## config.mk

```make
export PLATFORM = sky130hd
export DESIGN_NAME = irq_ctrl
export DESIGN_NICKNAME = d
export VERILOG_FILES = /design/src/rtl/irq_ctrl_pkg.sv /design/src/rtl/irq_prio_enc.sv /design/src/rtl/irq_ctrl.sv
export SDC_FILE = /design/constraint.sdc
export NUM_CORES = 1
export LEC_CHECK = 0
export BUFFER_PORTS_ARGS = -buffer_cell sky130_fd_sc_hd__buf_2
export CAP_MARGIN = 20
export CORE_UTILIZATION = 57
export DETAILED_ROUTE_END_ITERATION = 8
export GPL_TIMING_DRIVEN = 0
export PLACE_DENSITY = 0.87
export SYNTH_ARGS = -nofsm -noshare
export SYNTH_HDL_FRONTEND = slang
export SYNTH_SLANG_ARGS = --single-unit
export TNS_END_PERCENT = 50
```

## constraint.sdc

```tcl
create_clock -name clk -period 3.5 [get_ports clk]
set_clock_uncertainty 0.1 [all_clocks]
set_input_delay 0.875 -clock clk [delete_from_list [all_inputs] [get_ports clk]]
set_output_delay 0.875 -clock clk [all_outputs]
set_load 0.1 [all_outputs]
```

## src/rtl/irq_ctrl_pkg.sv

```systemverilog
// Shared constants and types for the priority interrupt controller.
package irq_ctrl_pkg;

  localparam logic [1:0] REG_MASK = 2'd0;
  localparam logic [1:0] REG_EDGE = 2'd1;
  localparam logic [1:0] REG_PEND = 2'd2;
  localparam logic [1:0] REG_ISR  = 2'd3;

  // CPU adds this to the vector index to locate the ISR table entry.
  localparam logic [15:0] VEC_BASE = 16'h07F0;

  localparam int IDX_W = 4;

  typedef enum logic [1:0] {IDLE, REQ, ACK} irq_state_t;

endpackage

```

## src/rtl/irq_prio_enc.sv

```systemverilog
// Find-lowest-set encoder: index of the lowest set bit of req, valid when any bit is set.
module irq_prio_enc
  import irq_ctrl_pkg::*;
#(
  parameter int N = 8
) (
  input  logic [N-1:0]     req,
  output logic [IDX_W-1:0] idx,
  output logic             vld
);

  always_comb begin
    idx = '0;
    vld = 1'b0;
    for (int i = N - 1; i >= 0; i--) begin
      if (req[i]) begin
        idx = IDX_W'(i);
        vld = 1'b1;
      end
    end
  end

endmodule

```

## src/rtl/irq_ctrl.sv

```systemverilog
// Fixed-priority interrupt controller with in-service nesting, driving a single INT/intack pair.
// Request reaches int_out two cycles after the source; vector is returned combinationally with intack.
module irq_ctrl
  import irq_ctrl_pkg::*;
#(
  parameter int N_IRQ        = 8,
  parameter int SPURIOUS_VEC = 15
) (
  input  logic             clk,
  input  logic             rst,
  input  logic [N_IRQ-1:0] irq,
  input  logic [1:0]       reg_addr,
  input  logic [15:0]      reg_wdata,
  input  logic             reg_we,
  output logic [15:0]      reg_rdata,
  output logic             int_out,
  input  logic             intack,
  output logic [15:0]      vec_out
);

  logic [N_IRQ-1:0] mask_q, edge_q, latch_q, isr_q, irq_q;
  logic [N_IRQ-1:0] pend, w1c, eoi_clr, ack_mask, rise;
  logic [IDX_W-1:0] sel_q, sel_d, cand_idx, isr_idx;
  logic             cand_vld, isr_vld, cand_ok, ack;
  logic             wr_mask, wr_edge, wr_pend, wr_isr;
  irq_state_t       state_q, state_d;
  logic             unused_wdata;

  assign unused_wdata = ^reg_wdata[15:N_IRQ];

  // Level sources use the registered sample so both kinds share the same latency.
  assign pend = (edge_q & latch_q) | (~edge_q & irq_q);

  irq_prio_enc #(.N(N_IRQ)) u_cand (
    .req (pend & ~mask_q),
    .idx (cand_idx),
    .vld (cand_vld)
  );

  irq_prio_enc #(.N(N_IRQ)) u_isr (
    .req (isr_q),
    .idx (isr_idx),
    .vld (isr_vld)
  );

  assign cand_ok = cand_vld && (!isr_vld || (cand_idx < isr_idx));

  assign wr_mask = reg_we && (reg_addr == REG_MASK);
  assign wr_edge = reg_we && (reg_addr == REG_EDGE);
  assign wr_pend = reg_we && (reg_addr == REG_PEND);
  assign wr_isr  = reg_we && (reg_addr == REG_ISR);

  assign w1c      = wr_pend ? reg_wdata[N_IRQ-1:0] : '0;
  assign eoi_clr  = (wr_isr && isr_vld) ? (N_IRQ'(1) << isr_idx) : '0;
  assign ack_mask = ack ? (N_IRQ'(1) << sel_q) : '0;
  assign rise     = edge_q & irq & ~irq_q;

  always_ff @(posedge clk) begin
    if (rst) begin
      mask_q  <= '1;
      edge_q  <= '0;
      latch_q <= '0;
      isr_q   <= '0;
      irq_q   <= '0;
      sel_q   <= '0;
      state_q <= IDLE;
    end else begin
      if (wr_mask) mask_q <= reg_wdata[N_IRQ-1:0];
      if (wr_edge) edge_q <= reg_wdata[N_IRQ-1:0];
      // A fresh edge beats both the W1C and the ack clear.
      latch_q <= (latch_q & ~w1c & ~ack_mask) | rise;
      isr_q   <= (isr_q & ~eoi_clr) | ack_mask;
      irq_q   <= irq;
      sel_q   <= sel_d;
      state_q <= state_d;
    end
  end

  always_comb begin
    state_d = state_q;
    sel_d   = sel_q;
    ack     = 1'b0;
    int_out = 1'b0;
    vec_out = '0;
    case (state_q)
      IDLE: begin
        if (intack) vec_out = 16'(SPURIOUS_VEC);
        if (cand_ok) begin
          sel_d   = cand_idx;
          state_d = REQ;
        end
      end
      REQ: begin
        int_out = 1'b1;
        if (intack) begin
          ack     = 1'b1;
          vec_out = {{(16-IDX_W){1'b0}}, sel_q};
          state_d = ACK;
        end else if (cand_ok) begin
          sel_d = cand_idx;
        end else begin
          state_d = IDLE;
        end
      end
      ACK: begin
        if (intack) vec_out = 16'(SPURIOUS_VEC);
        state_d = IDLE;
      end
      default: state_d = IDLE;
    endcase
  end

  always_comb begin
    reg_rdata = '0;
    case (reg_addr)
      REG_MASK: reg_rdata[N_IRQ-1:0] = mask_q;
      REG_EDGE: reg_rdata[N_IRQ-1:0] = edge_q;
      REG_PEND: reg_rdata[N_IRQ-1:0] = pend;
      REG_ISR:  reg_rdata[N_IRQ-1:0] = isr_q;
      default:  reg_rdata = '0;
    endcase
  end

endmodule

```

==> impl_metrics.ini <==
[outcome]
status = completed

[clock_tree]
cts_resized = 0
numClockSinks = 45
cts_tree = done
cts_buffer_depth = 2
clock_latency_ns = 0.30
numCtsBuffers = 5
clkTransAtPathRegs_ns = 0.08
htree_levels = 2
hold_buffers = 0
cts_root_buffer = clkbuf_8
cts_setup_buffers = 0

[logic_synthesis]
yosysSeqAreaShare_pct = 36.4
syn_avg_cell_area_um2 = 9.07
synth_area_um2 = 2480
synth_compound_gate_area_share_pct = 14.8
synth-xor-area-share_pct = 0
synth-simple-area-share_pct = 23.2
synth-warning-count = 0
netlist.area_leader.share_pct = 36.4
synth_seq_cells = 45
ys_top_cells_by_area = dfxtp_1 36%, mux4_2 7.3%, mux2i_1 6.5%
ys_async_sr_fraction_pct = 0
synthCells = 273
synth_flop_cell = dfxtp_1
synth_edf_count = 0
synth_top_family_by_area = simple AND/OR/NAND/NOR gates
synth_cell_types = 46
synthAdderAreaFrac_pct = 1.01
synth_top_cell_by_area = dfxtp_1
synth.mux.area_fraction_pct = 15.1

[floorplanning]
core_area_um2 = 4090
rows = 23
fp.dieH_um = 67.9
die_area_um2 = 4610
start_util_pct = 60.6
ios = 63
die_x_um = 67.9

[global_route]
grt_pass1_vias = 1844
grt_overflow = 0
grt_pass1_wl_mm = 8.89
grt_max_degree = 14
grt_usage_pct = 26.5
antenna_found_initial = 0

[power]
finalPower_mw = 1.20
clkPwrFrac_pct = 26.1
p_int_mw = 0.750
ir_worst_vdd_uv = 272
power.share.switching_pct = 37.3
comb_power_share_pct = 28.4
switchingPower_mw = 0.445
p_leak_nw = 1.25
powerDensity_nw_per_um2 = 417
seq_power_share_pct = 45.5

[final_layout]
area_delta_synth_final_pct = 15.6
nNetsFinal = 365
multi_input_area_um2 = 1420
final_cell_mix = 45 x dfxtp_1, 37 x buf_2, 23 x nor2_1, 23 x nor2b_1
final_util_pct = 70.1
layout-drive-gt1-share_pct = 24.3
final_common_cell = dfxtp_1
register_area_um2 = 901
final_cells = 384
fillers = 337
stdcell_area_um2 = 2860
antenna_cells = 0

[placement]
io_buffer_count = 34
place_inst = 376
dpl-instance-area_um2 = 2780
hpwlAfterDp_mm = 4.23
place_congestion = 0.916

[detailed_routing]
routed_wl_mm = 5.64
antenna_left = 0
drtIter0Drc = 119
vias_per_cell = 5.50
num_vias = 2113
drt-wirelength-per-cell_um = 14.7
drt_pass1_iterations = 4
drc = 0

[sta]
drv_slew = 0
period_share_pct = 89.9
rsz0062_at_grt = false
tightest_slew_ns = 0.929
min_period_ns = 3.14
maxSlewHeadroom_pct = 37.9
fin_setup_tns_ns = 0
max_freq_mhz = 318
hold_viol = 0
setup_viol = 0

[worst_setup_path]
endpoint_kind = output port
worstSetupStartpointType = primary input
crit_arrival_ns = 2.17
critPathRequiredTime_ns = 2.52
critical_path.max_fanout = 10
path_class = in -> out

[flow_run]
cap_violations = 0

[min_path]
hp-class = reg -> reg
==> metal layers <==
| layer | share of wire (%) | track usage (%) |
|---|---|---|
| met2 | 48 | 42.4 |
| met4 | 2.4 | 10.4 |
| met5 | 0 | 0 |
| met3 | 6.2 | 4.33 |
| met1 | 43 | 35.5 |
==> area by class of cell <==
class,instances,area share [%]
flip-flops and latches,45,31.5
clock inverters,2,0.349
multi-input cells,208,49.4
plain buffers,30,6.95
clock buffers,6,2.53
inverters,9,1.18
repair buffers,34,5.94
well taps,50,2.18
==> cells by family after synthesis <==
family | after synthesis
other | 1
AO/OA/AOI/OAI | 52
AND/OR/NAND/NOR | 107
multiplexers | 27
adder cells (fa/ha/maj) | 2
buffers and inverters | 39
flip-flops | 45
==> cell usage after synthesis, types with 4 or more instances <==
cell type / instances
a211o_1: 9
a21oi_1: 18
buf_4: 20
clkbuf_1: 5
dfxtp_1: 45
inv_1: 9
mux2i_1: 16
mux4_2: 8
nand2_1: 20
nand2b_1: 10
nand3_1: 12
nand3b_1: 7
nor2_1: 23
nor2b_1: 23
o21ai_0: 4
==> critical path, cell delays in order <==
cell	delay (ns)
buf_2	0.10
clkbuf_1	0.45
mux4_2	0.32
buf_2	0.43
==> power groups by stage <==
| stage | Combinational, mW | Clock [mW] | Sequential, mW |
|---|---|---|---|
| 6_report | 0.339 | 0.312 | 0.543 |
| 5_1_grt | 0.357 | 0.337 | 0.546 |
| 4_1_cts | 0.338 | 0.317 | 0.543 |
| 3_5_place_dp | 0.337 | 0 | 0.555 |
| 3_3_place_gp | 0.335 | 0 | 0.554 |
| 2_1_floorplan | 0.292 | 0 | 0.550 |
==> metrics by stage <==
stage               worst slack (ns)  hold slack [ns]
floorplan                     -0.539            0.340
global placement               0.374            0.349
detailed placement             0.365            0.360
CTS                            0.360            0.369
global route                   0.285            0.395
finish                         0.355            0.366
==> flip-flops by register name, summed over array words and instances (netlist names) <==
register  cells
latch_q       8
mask_q        8
edge_q        8
isr_q         8
state_q       2
irq_q         8
sel_q         3
==> worst paths after layout <==
kind,start,slack [ns],depth (start not counted),to
hold / removal,latch_q[4],0.37,2,latch_q[4]
setup reg to reg,edge_q[4],0.85,9,sel_q[2]
hold reg to reg,latch_q[4],0.37,2,latch_q[4]
setup / recovery,reg_addr[0],0.36,4,reg_rdata[3]
No activity file was read; power rests on OpenSTA's default activity.
